$ cat src/rtl/cache_pkg.sv
// Shared types for the cache set controller: FSM states, way index, geometry helpers.
// Way index is sized generously so any legal NUM_WAYS fits; modules compare, never slice with it.
package cache_pkg;

  typedef enum logic [2:0] {
    ST_IDLE,
    ST_LOOKUP,
    ST_WRITEBACK,
    ST_FILL_REQ,
    ST_FILL_WAIT,
    ST_ALLOC,
    ST_RESP
  } cache_ctrl_state_t;

  localparam int WAY_IDX_W = 8;
  typedef logic [WAY_IDX_W-1:0] way_idx_t;

  function automatic int offset_width(input int block_size);
    return $clog2(block_size);
  endfunction

  function automatic int tag_width(input int address_width, input int block_size);
    return address_width - $clog2(block_size);
  endfunction

endpackage

$ cat src/rtl/cache_victim_select.sv
// Victim choice for a miss: lowest invalid way, else lowest expired way, else oldest (ties low).
// Purely combinational, zero latency, no flow control.
module cache_victim_select
  import cache_pkg::*;
#(
  parameter int NUM_WAYS      = 4,
  parameter int COUNTER_WIDTH = 8
) (
  input  logic [NUM_WAYS-1:0]               wayValid,
  input  logic [NUM_WAYS-1:0]               wayExpired,
  input  logic [NUM_WAYS*COUNTER_WIDTH-1:0] wayAge,
  output way_idx_t                          victim
);

  logic                     inv_found;
  logic                     exp_found;
  way_idx_t                 inv_idx;
  way_idx_t                 exp_idx;
  way_idx_t                 max_idx;
  logic [COUNTER_WIDTH-1:0] max_age;

  always_comb begin
    inv_found = 1'b0;
    exp_found = 1'b0;
    inv_idx   = '0;
    exp_idx   = '0;
    max_idx   = '0;
    max_age   = wayAge[0 +: COUNTER_WIDTH];
    // Scan downwards so the lowest matching index is the last one written.
    for (int i = NUM_WAYS - 1; i >= 0; i--) begin
      if (!wayValid[i]) begin
        inv_found = 1'b1;
        inv_idx   = way_idx_t'(i);
      end
      if (wayExpired[i]) begin
        exp_found = 1'b1;
        exp_idx   = way_idx_t'(i);
      end
    end
    for (int i = 1; i < NUM_WAYS; i++) begin
      if (wayAge[i*COUNTER_WIDTH +: COUNTER_WIDTH] > max_age) begin
        max_age = wayAge[i*COUNTER_WIDTH +: COUNTER_WIDTH];
        max_idx = way_idx_t'(i);
      end
    end
    if (inv_found)      victim = inv_idx;
    else if (exp_found) victim = exp_idx;
    else                victim = max_idx;
  end

endmodule

$ cat src/rtl/cache_set_controller.sv
// Single cache set sequencer: lookup, dirty writeback, fill, allocate, respond. Perf counters under CACHE_PERF_CNT_EN.
// Latency: hit responds 2 cycles after accept; miss adds memory wait plus one ALLOC cycle.
// Backpressure: reqReady only in IDLE; memory requests held stable until memReqReady.
module cache_set_controller
  import cache_pkg::*;
#(
  parameter int NUM_WAYS      = 4,
  parameter int COUNTER_WIDTH = 8,
  parameter int DATA_WIDTH    = 32,
  parameter int BLOCK_SIZE    = 32,
  parameter int ADDRESS_WIDTH = 32
) (
  input  logic                                                   clk,
  input  logic                                                   rst_n,
  input  logic                                                   reqValid,
  output logic                                                   reqReady,
  input  logic                                                   reqWrite,
  input  logic [ADDRESS_WIDTH-1:0]                               reqAddr,
  input  logic [DATA_WIDTH-1:0]                                  reqData,
  output logic                                                   respValid,
  output logic [DATA_WIDTH-1:0]                                  respData,
  output logic                                                   respHit,
  input  logic [NUM_WAYS*tag_width(ADDRESS_WIDTH, BLOCK_SIZE)-1:0] wayTag,
  input  logic [NUM_WAYS-1:0]                                    wayValid,
  input  logic [NUM_WAYS-1:0]                                    wayDirty,
  input  logic [NUM_WAYS-1:0]                                    wayExpired,
  input  logic [NUM_WAYS*COUNTER_WIDTH-1:0]                      wayAge,
  input  logic [NUM_WAYS*DATA_WIDTH-1:0]                         wayDataOut,
  output logic [NUM_WAYS-1:0]                                    wayWEn,
  output logic [NUM_WAYS-1:0]                                    wayAllocate,
  output logic [NUM_WAYS-1:0]                                    wayAccessed,
  output logic [COUNTER_WIDTH-1:0]                               accessedWayAge,
  output logic [ADDRESS_WIDTH-1:0]                               wayAddress,
  output logic [DATA_WIDTH-1:0]                                  wayDataIn,
  output logic                                                   memReqValid,
  input  logic                                                   memReqReady,
  output logic                                                   memReqWrite,
  output logic [ADDRESS_WIDTH-1:0]                               memAddr,
  output logic [DATA_WIDTH-1:0]                                  memWData,
  input  logic                                                   memRespValid,
  input  logic [DATA_WIDTH-1:0]                                  memRData,
  output logic [31:0]                                            hitCount,
  output logic [31:0]                                            missCount,
  output logic [31:0]                                            evictCount
);

  localparam int OFFSET_WIDTH = offset_width(BLOCK_SIZE);
  localparam int TAG_WIDTH    = tag_width(ADDRESS_WIDTH, BLOCK_SIZE);

  cache_ctrl_state_t        state_q, state_d;
  logic [ADDRESS_WIDTH-1:0] addr_q, addr_d;
  logic [DATA_WIDTH-1:0]    data_q, data_d;
  logic                     write_q, write_d;
  logic [DATA_WIDTH-1:0]    load_q, load_d;
  logic                     hit_q, hit_d;
  way_idx_t                 victim_q, victim_d;

  way_idx_t                 victim_sel;
  logic [TAG_WIDTH-1:0]     req_tag;
  logic                     hit_found;
  way_idx_t                 hit_idx;
  logic [NUM_WAYS-1:0]      hit_oh;
  logic [NUM_WAYS-1:0]      vq_oh;
  logic [DATA_WIDTH-1:0]    hit_data;
  logic [COUNTER_WIDTH-1:0] hit_age;
  logic                     sel_valid;
  logic                     sel_dirty;
  logic [TAG_WIDTH-1:0]     vq_tag;
  logic [DATA_WIDTH-1:0]    vq_data;
  logic [COUNTER_WIDTH-1:0] vq_age;

  cache_victim_select #(
    .NUM_WAYS      (NUM_WAYS),
    .COUNTER_WIDTH (COUNTER_WIDTH)
  ) u_victim_select (
    .wayValid   (wayValid),
    .wayExpired (wayExpired),
    .wayAge     (wayAge),
    .victim     (victim_sel)
  );

  assign req_tag = addr_q[ADDRESS_WIDTH-1 -: TAG_WIDTH];

  // Tag match plus per-way muxes for the hit way, the fresh victim and the latched victim.
  always_comb begin
    hit_found = 1'b0;
    hit_idx   = '0;
    for (int i = NUM_WAYS - 1; i >= 0; i--) begin
      if (wayValid[i] && wayTag[i*TAG_WIDTH +: TAG_WIDTH] == req_tag) begin
        hit_found = 1'b1;
        hit_idx   = way_idx_t'(i);
      end
    end
    hit_oh    = '0;
    vq_oh     = '0;
    hit_data  = '0;
    hit_age   = '0;
    sel_valid = 1'b0;
    sel_dirty = 1'b0;
    vq_tag    = '0;
    vq_data   = '0;
    vq_age    = '0;
    for (int i = 0; i < NUM_WAYS; i++) begin
      if (way_idx_t'(i) == hit_idx) begin
        hit_oh[i] = 1'b1;
        hit_data  = wayDataOut[i*DATA_WIDTH +: DATA_WIDTH];
        hit_age   = wayAge[i*COUNTER_WIDTH +: COUNTER_WIDTH];
      end
      if (way_idx_t'(i) == victim_sel) begin
        sel_valid = wayValid[i];
        sel_dirty = wayDirty[i];
      end
      if (way_idx_t'(i) == victim_q) begin
        vq_oh[i] = 1'b1;
        vq_tag   = wayTag[i*TAG_WIDTH +: TAG_WIDTH];
        vq_data  = wayDataOut[i*DATA_WIDTH +: DATA_WIDTH];
        vq_age   = wayAge[i*COUNTER_WIDTH +: COUNTER_WIDTH];
      end
    end
  end

  always_comb begin
    state_d        = state_q;
    addr_d         = addr_q;
    data_d         = data_q;
    write_d        = write_q;
    load_d         = load_q;
    hit_d          = hit_q;
    victim_d       = victim_q;
    reqReady       = (state_q == ST_IDLE);
    respValid      = 1'b0;
    respData       = '0;
    respHit        = 1'b0;
    wayWEn         = '0;
    wayAllocate    = '0;
    wayAccessed    = '0;
    accessedWayAge = '0;
    wayAddress     = addr_q;
    wayDataIn      = '0;
    memReqValid    = 1'b0;
    memReqWrite    = 1'b0;
    memAddr        = '0;
    memWData       = '0;
    case (state_q)
      ST_IDLE: begin
        if (reqValid) begin
          addr_d  = reqAddr;
          data_d  = reqData;
          write_d = reqWrite;
          state_d = ST_LOOKUP;
        end
      end
      ST_LOOKUP: begin
        if (hit_found) begin
          hit_d          = 1'b1;
          wayAccessed    = hit_oh;
          accessedWayAge = hit_age;
          if (write_q) begin
            wayWEn    = hit_oh;
            wayDataIn = data_q;
          end else begin
            load_d = hit_data;
          end
          state_d = ST_RESP;
        end else begin
          hit_d    = 1'b0;
          victim_d = victim_sel;
          if (sel_valid && sel_dirty) state_d = ST_WRITEBACK;
          else if (!write_q)          state_d = ST_FILL_REQ;
          else                        state_d = ST_ALLOC;
        end
      end
      ST_WRITEBACK: begin
        memReqValid = 1'b1;
        memReqWrite = 1'b1;
        memAddr     = {vq_tag, {OFFSET_WIDTH{1'b0}}};
        memWData    = vq_data;
        if (memReqReady) state_d = write_q ? ST_ALLOC : ST_FILL_REQ;
      end
      ST_FILL_REQ: begin
        memReqValid = 1'b1;
        memAddr     = {req_tag, {OFFSET_WIDTH{1'b0}}};
        if (memReqReady) state_d = ST_FILL_WAIT;
      end
      ST_FILL_WAIT: begin
        if (memRespValid) begin
          load_d  = memRData;
          state_d = ST_ALLOC;
        end
      end
      ST_ALLOC: begin
        wayAllocate    = vq_oh;
        wayWEn         = vq_oh;
        wayAccessed    = vq_oh;
        wayDataIn      = write_q ? data_q : load_q;
        accessedWayAge = vq_age;
        state_d        = ST_RESP;
      end
      ST_RESP: begin
        respValid = 1'b1;
        respHit   = hit_q;
        respData  = write_q ? '0 : load_q;
        state_d   = ST_IDLE;
      end
      default: state_d = ST_IDLE;
    endcase
  end

  always_ff @(posedge clk) begin
    if (!rst_n) begin
      state_q  <= ST_IDLE;
      addr_q   <= '0;
      data_q   <= '0;
      write_q  <= 1'b0;
      load_q   <= '0;
      hit_q    <= 1'b0;
      victim_q <= '0;
    end else begin
      state_q  <= state_d;
      addr_q   <= addr_d;
      data_q   <= data_d;
      write_q  <= write_d;
      load_q   <= load_d;
      hit_q    <= hit_d;
      victim_q <= victim_d;
    end
  end

`ifdef CACHE_PERF_CNT_EN
  logic [31:0] hit_cnt_q, hit_cnt_d;
  logic [31:0] miss_cnt_q, miss_cnt_d;
  logic [31:0] evict_cnt_q, evict_cnt_d;

  // Counters saturate rather than wrap.
  always_comb begin
    hit_cnt_d   = hit_cnt_q;
    miss_cnt_d  = miss_cnt_q;
    evict_cnt_d = evict_cnt_q;
    if (state_q == ST_LOOKUP && hit_found && hit_cnt_q != '1)   hit_cnt_d  = hit_cnt_q + 32'd1;
    if (state_q == ST_LOOKUP && !hit_found && miss_cnt_q != '1) miss_cnt_d = miss_cnt_q + 32'd1;
    if (state_q == ST_WRITEBACK && memReqReady && evict_cnt_q != '1)
      evict_cnt_d = evict_cnt_q + 32'd1;
  end

  always_ff @(posedge clk) begin
    if (!rst_n) begin
      hit_cnt_q   <= '0;
      miss_cnt_q  <= '0;
      evict_cnt_q <= '0;
    end else begin
      hit_cnt_q   <= hit_cnt_d;
      miss_cnt_q  <= miss_cnt_d;
      evict_cnt_q <= evict_cnt_d;
    end
  end

  assign hitCount   = hit_cnt_q;
  assign missCount  = miss_cnt_q;
  assign evictCount = evict_cnt_q;
`else
  assign hitCount   = '0;
  assign missCount  = '0;
  assign evictCount = '0;
`endif

endmodule

$ cat config.mk
export PLATFORM = sky130hd
export DESIGN_NAME = cache_set_controller
export DESIGN_NICKNAME = d
export VERILOG_FILES = /design/src/rtl/cache_pkg.sv /design/src/rtl/cache_victim_select.sv /design/src/rtl/cache_set_controller.sv
export SDC_FILE = /design/constraint.sdc
export NUM_CORES = 1
export LEC_CHECK = 0
export CAP_MARGIN = 20
export CELL_PAD_IN_SITES_DETAIL_PLACEMENT = 2
export CELL_PAD_IN_SITES_GLOBAL_PLACEMENT = 2
export CORE_AREA = 2 2 257 259
export CTS_CLUSTER_DIAMETER = 30
export DETAILED_ROUTE_END_ITERATION = 10
export DIE_AREA = 0 0 259 261
export GPL_ROUTABILITY_DRIVEN = 0
export PLACE_DENSITY_LB_ADDON = 0.1
export SLEW_MARGIN = 20
export SYNTH_ARGS = -nofsm -noshare
export SYNTH_HDL_FRONTEND = slang
export SYNTH_SLANG_ARGS = --single-unit
$ cat constraint.sdc
create_clock -name clk -period 6.5 [get_ports clk]
set_input_delay 0.65 -clock clk [delete_from_list [all_inputs] [get_ports clk]]
set_output_delay 0.65 -clock clk [all_outputs]
set_load 0.05 [all_outputs]
# == After elaboration in Yosys (flattened, before gate mapping) ==
# Cells that the tools add are included.
# totals
regBits,109
in_bits,382
# op_classes
magnitude_cmp,3
eq_ne,25
mux,100
n_bitwise,1
n_reduce_logical,15
# op_table
op,count
$mux 32,17
$pmux 32 s2,3
$mux 8,15
$eq 27x27->1,4
$mux 27,4
$eq 2x8->1 const A,6
$mux 1,34
$eq 1x8->1 const A,3
$gt 8x8->1,3
$logic_not 8->1,3
$mux 2,12
$mux 3,7
$pmux 3 s6,1
$mux 4,4
$pmux 4 s2,2
$pmux 8 s2,1
$ne 2x2->1 const B,6
$eq 3x3->1 const B,3
$reduce_and 4->1,2
$eq 3x2->1 const B,2
$logic_and 1x1->1,5
$reduce_and 2->1,2
$eq 3x1->1 const B,1
$logic_not 3->1,1
3 further kinds,3

# == Depth between registers and ports, before layout ==
# logic_depth
ltp_word,17
mapped_depth,25
depth_no_buf,24

# == Cells and area by module ==
# Synthesis repeated with hierarchy kept, for this count alone.
# unflattened
hier_cells,1554
hier_area_um2,11782.6
# by_module_without_submodules
module,n_inst,cells_each,area_each_um2,seq_area_each_um2
cache_set_controller,1,1418,10784.1,2182.1
cache_victim_select,1,136,998.5,0.0

# == Least setup slack after synthesis ==
# OpenSTA, ideal clock, no wires.
# synth_timing
path_type,input-to-reg
from,in wayAge[1]
to,reg state_q[0]
setup_ps,128
t_arrival_ps,5300
required_ps,6372
setup_slack_ps,1072
path_stages,24
path_buffers,2
path_cell_list,inv_1 ha_1 nor2b_1 o211ai_1 a21oi_1 o22ai_1 buf_1 mux2i_1 ha_1 nor2b_1 o211ai_1 a21oi_1 o21ai_0 clkbuf_1 o21ai_0 ha_1 nor2b_1 o211ai_1 a21oi_1 o22ai_1 a311o_1 or4_1 a32oi_1 o21ai_0
# synth_via
elab_chain_cells,17
word_cells_on_any_way,26
# synth_rtl
item,line_no,rtl
from (decl),cache_set_controller.sv:27,"input logic [NUM_WAYS*COUNTER_WIDTH-1:0] wayAge,"
$gt 8x8->1,cache_victim_select.sv:41,if (wayAge[i*COUNTER_WIDTH +: COUNTER_WIDTH] > max_age) begin
$mux 8,cache_victim_select.sv:41,
$gt 8x8->1,cache_victim_select.sv:41,
$mux 8,cache_victim_select.sv:41,
$gt 8x8->1,cache_victim_select.sv:41,
$mux 2 *,cache_victim_select.sv:41,
$mux 2 *,cache_victim_select.sv:47,else if (exp_found) victim = exp_idx;
$mux 8 *,cache_victim_select.sv:46,if (inv_found) victim = inv_idx;
$logic_not 8->1,cache_set_controller.sv:109,if (way_idx_t'(i) == victim_sel) begin
$mux 1 (4 in series),cache_set_controller.sv:109,
$logic_and 1x1->1 *,cache_set_controller.sv:168,if (sel_valid && sel_dirty) state_d = ST_WRITEBACK;
$mux 3 *,cache_set_controller.sv:168,
$mux 3 *,cache_set_controller.sv:154,if (hit_found) begin
$pmux 3 s6 *,cache_set_controller.sv:144,case (state_q)
to (signal assigned),cache_set_controller.sv:219,state_q <= state_d;
to (decl),cache_set_controller.sv:50,"cache_ctrl_state_t state_q, state_d;"
# Every way passes the cells marked *; elsewhere a longest branch is shown, timed or not.
# A chain may end at the register's enable or synchronous reset.

# == Final worst setup path ==
# layout_timing
from,in wayAge[7]
to,reg state_q[2]
# Same word-level chain as after synthesis.

==> flow_metrics.tcl <==
set metrics [dict create \
    first_iter_violations 545 \
    synthesis.instances 1419 \
    syn2layout_area_growth_pct 55.5 \
    cts_max_path_buffers 2 \
    timing.setup.tns_ns 0 \
    holdCritPathClass "flop to flop" \
    grt_pass1_wl_mm 102 \
    cts_htree_levels 3 \
    vdd_ir_drop_max_mv 0.118 \
    synth.cell_area_mm2 0.0114 \
    layout.core_utilization_pct 27.2 \
    number_of_storage_elements_in_the_synthesis_netlist 103 \
    fraction_of_registers_with_async_set_reset_pct 0 \
    synth_area_per_cell_um2 8.02 \
    max_cap_violations 0 \
    arrival_time_of_the_worst_setup_path_ns 6.07 \
    timing_max_transition_violations_final 0 \
    clock_slew_seen_by_the_registers_of_the_worst_setup_and_hold_paths_ns 0.08 \
    die_boundary_height_um 261 \
    setup_slack_ns 0.690 \
    synth_top_cell_by_area "sky130_fd_sc_hd__dfxtp_1" \
    grt_antenna_before_repair 20 \
    timing.hold.ws_ns 0.469 \
    setup.worst_path.class "primary input to flop" \
    setup_viol_count_final 0 \
    floorplan.core_area_mm2 0.0650 \
    critical_path.max_fanout 11 \
    rsz0062_at_grt "no" \
    synth-main-ff-cell "sky130_fd_sc_hd__dfxtp_1" \
    floorplan.die.width_um 259 \
    avgViaCountPerCell 4.65 \
    cts_hold_repair_buffers 0 \
    period_minus_slack_ns 5.81 \
    grt.total_usage_pct 20.7 \
    timing.final.crit_share_pct 89.4 \
    crit_required_ns 6.76 \
    cts_root_buf "sky130_fd_sc_hd__clkbuf_16" \
    ant_nets 0 \
    wl_per_cell_um 26.4 \
    cts_setup_buffers 0 \
    area_contributors_post_synth "sky130_fd_sc_hd__dfxtp_1 (18%), sky130_fd_sc_hd__mux4_2 (12%), sky130_fd_sc_hd__buf_4 (6.7%)" \
    grt_start_max_net_pins 77 \
    num_io_pins 663 \
    dp_hpwl_mm 59.3 \
    kind_of_end_point_of_the_critical_path "flop" \
    design.die.area_mm2 0.0676 \
    yosysSeqAreaShare_pct 18.1 \
    layout-drive-gt1-share_pct 7.37 \
    dr.pass1.iters 5 \
    routed_wl_mm 72.9 \
    grt_pass1_vias 14020 \
    fmax_mhz 172 \
    nNetsFinal 2286 \
    globalRoute.totalOverflow 0 \
    cts.sinks 103 \
    worstSetupStartpointType "primary input" \
    slew_headroom_pct 32.5 \
    drcViolationCount 0 \
    via_count 12832 \
    cts_tree "built" \
    ctsResizeCount 0 \
    yosysUniqueCellTypes 65 \
    timing.final.hold_violations 0 \
    synth_top_area_share_pct 18.1 \
    finClkSkew_ns 0.0102 \
    portBuffers 561 \
    cts_made_buffers 9 \
    report.power.total_mw 3.41 \
    floorplan.initialDensity_pct 17.5 \
    max_slew.worst_pin.slew_ns 1.01 \
    cellLeakagePower_nw 6.36 \
    rows 94 \
    number_of_warnings_printed_during_yosys_synthesis 0 \
    run_status "completed" \
    clk-insertion-delay-late_ns 0.39 \
    pwr_density_mw_per_mm2 193 \
    pre_cts_slack_ns 0.300 \
    synth_edf_count 0 \
]
## layout make-up
type | count | area [um2]
sequential | 103 | 2070
tap | 864 | 1080
fill | 7410 | 47300
inverter | 19 | 71.3
multi-input combinational | 1159 | 8300
clock inverter | 6 | 57.6
antenna | 12 | 30.0
clock buffer | 10 | 239
timing repair buffer | 588 | 5850
## flip-flops by register name, summed over array words and instances, names as in the netlist
signal,count
wayAddress,32
state_q,3
hit_q,1
victim_q,2
load_q,32
write_q,1
data_q,32
## routing by layer
metal,track usage [%],wire length [um]
met5,0,106
met4,6.34,1880
met3,5.31,4400
met2,38.7,38700
met1,22.8,27900
## report_power, final
part           switching, mW  internal (mW)  leakage, nW
registers              0.178          0.715        0.842
logic                   1.19          0.743         5.38
clock network          0.309          0.279        0.139
total                   1.68           1.74         6.36
## layout by cell type (no fill, tap or decap), types with 24 or more instances in the layout
master                            netlist  layout
sky130_fd_sc_hd__xnor2_1               31      31
sky130_fd_sc_hd__clkdlybuf4s50_1        0     553
sky130_fd_sc_hd__a21oi_1               25      25
sky130_fd_sc_hd__o21ai_0               48      48
sky130_fd_sc_hd__and2_1                36      35
sky130_fd_sc_hd__ha_1                  24      24
sky130_fd_sc_hd__nand4_1               25      25
sky130_fd_sc_hd__mux4_2                60      60
sky130_fd_sc_hd__xor2_1                78      78
sky130_fd_sc_hd__a22oi_1               31      31
sky130_fd_sc_hd__o22ai_1               38      38
sky130_fd_sc_hd__a221o_1               31      31
sky130_fd_sc_hd__buf_4                102      30
sky130_fd_sc_hd__mux2i_1               41      41
sky130_fd_sc_hd__conb_1                 1     101
sky130_fd_sc_hd__nor2_1               100      99
sky130_fd_sc_hd__and3_1                38      38
sky130_fd_sc_hd__dfxtp_1              103      99
sky130_fd_sc_hd__nand2_1              166     165
sky130_fd_sc_hd__a21boi_0              67      67
sky130_fd_sc_hd__nor4_1                33      33
## kinds of logic (layout without fill, tap and decap cells)
group / after synthesis / after routing / synth area share [%]
buffers and inverters: 257 / 623 / 12.5
adder cells (fa/ha/maj): 24 / 24 / 2.64
AND/OR/NAND/NOR: 512 / 512 / 23.2
other: 1 / 113 / 0.0330
flip-flops: 103 / 103 / 18.1
XOR/XNOR: 109 / 109 / 8.39
multiplexers: 102 / 102 / 15.6
AO/OA/AOI/OAI: 311 / 311 / 19.5
## cell usage after synthesis (3+ instances only)
master                      instances
sky130_fd_sc_hd__a211oi_1          14
sky130_fd_sc_hd__a21oi_1           25
sky130_fd_sc_hd__nand4_1           25
sky130_fd_sc_hd__nand2_1          166
sky130_fd_sc_hd__nor4b_1            4
sky130_fd_sc_hd__mux4_2            60
sky130_fd_sc_hd__o21a_1            19
sky130_fd_sc_hd__buf_4            102
sky130_fd_sc_hd__a2bb2oi_1          6
sky130_fd_sc_hd__or3b_1             9
sky130_fd_sc_hd__nand4b_1           5
sky130_fd_sc_hd__o211ai_1           5
sky130_fd_sc_hd__mux2i_1           41
sky130_fd_sc_hd__a31oi_1            4
sky130_fd_sc_hd__nor4_1            33
sky130_fd_sc_hd__inv_1             18
sky130_fd_sc_hd__or4_1             10
sky130_fd_sc_hd__or2_1              3
sky130_fd_sc_hd__or2_2              4
sky130_fd_sc_hd__a21boi_0          67
sky130_fd_sc_hd__nand2b_1           4
sky130_fd_sc_hd__and2_1            36
sky130_fd_sc_hd__o21ai_0           48
sky130_fd_sc_hd__o2111ai_1          6
sky130_fd_sc_hd__or3b_2             4
sky130_fd_sc_hd__nor2_1           100
sky130_fd_sc_hd__o22ai_1           38
sky130_fd_sc_hd__buf_2             25
sky130_fd_sc_hd__dfxtp_1          103
sky130_fd_sc_hd__nand3_1           11
sky130_fd_sc_hd__nor3b_1           22
sky130_fd_sc_hd__a22oi_1           31
sky130_fd_sc_hd__clkbuf_1          88
sky130_fd_sc_hd__buf_6              6
sky130_fd_sc_hd__a221o_1           31
sky130_fd_sc_hd__nor3_1            20
sky130_fd_sc_hd__xor2_1            78
sky130_fd_sc_hd__nor2b_1            9
sky130_fd_sc_hd__and3_1            38
sky130_fd_sc_hd__ha_1              24
sky130_fd_sc_hd__a41oi_1            4
sky130_fd_sc_hd__xnor2_1           31
sky130_fd_sc_hd__buf_1             17
## through the flow
| step | std cells | area (um2) |
|---|---|---|
| after global placement | 2733 | 17400 |
| after global routing | 2758 | 17700 |
| final | 2761 | 17700 |
| after floorplan | 1519 | 11800 |
| after detailed placement | 2733 | 17400 |
| after CTS | 2749 | 17700 |
## worst paths after layout
kind                                end  slack, ns                        start  cells after the start
max             state_q[2]$_SDFFE_PN0P_       0.69                    wayAge[7]                     24
min          wayAddress[3]$_SDFFE_PN0P_       0.47   wayAddress[3]$_SDFFE_PN0P_                      2
max reg2reg      load_q[4]$_SDFFE_PN0P_       1.79  wayAddress[20]$_SDFFE_PN0P_                      9
min reg2reg  wayAddress[3]$_SDFFE_PN0P_       0.47   wayAddress[3]$_SDFFE_PN0P_                      2
## worst max-delay path: stages
cell	delay (ns)
sky130_fd_sc_hd__clkdlybuf4s50_1	0.57
sky130_fd_sc_hd__inv_1	0.07
sky130_fd_sc_hd__ha_1	0.33
sky130_fd_sc_hd__a21oi_1	0.19
sky130_fd_sc_hd__o21ai_0	0.18
sky130_fd_sc_hd__o22ai_1	0.19
sky130_fd_sc_hd__buf_4	0.26
sky130_fd_sc_hd__mux2i_1	0.30
sky130_fd_sc_hd__ha_1	0.29
sky130_fd_sc_hd__nor2b_1	0.13
sky130_fd_sc_hd__o211ai_1	0.16
sky130_fd_sc_hd__a21oi_1	0.11
sky130_fd_sc_hd__o21ai_0	0.22
sky130_fd_sc_hd__buf_4	0.19
sky130_fd_sc_hd__o21ai_0	0.09
sky130_fd_sc_hd__ha_1	0.32
sky130_fd_sc_hd__nor2b_1	0.13
sky130_fd_sc_hd__o211ai_1	0.10
sky130_fd_sc_hd__a21oi_1	0.14
sky130_fd_sc_hd__o22ai_1	0.14
sky130_fd_sc_hd__a311o_1	0.39
sky130_fd_sc_hd__or4_1	0.48
sky130_fd_sc_hd__a32oi_1	0.27
sky130_fd_sc_hd__o21ai_0	0.15
Power figures use the tool's default switching activity.
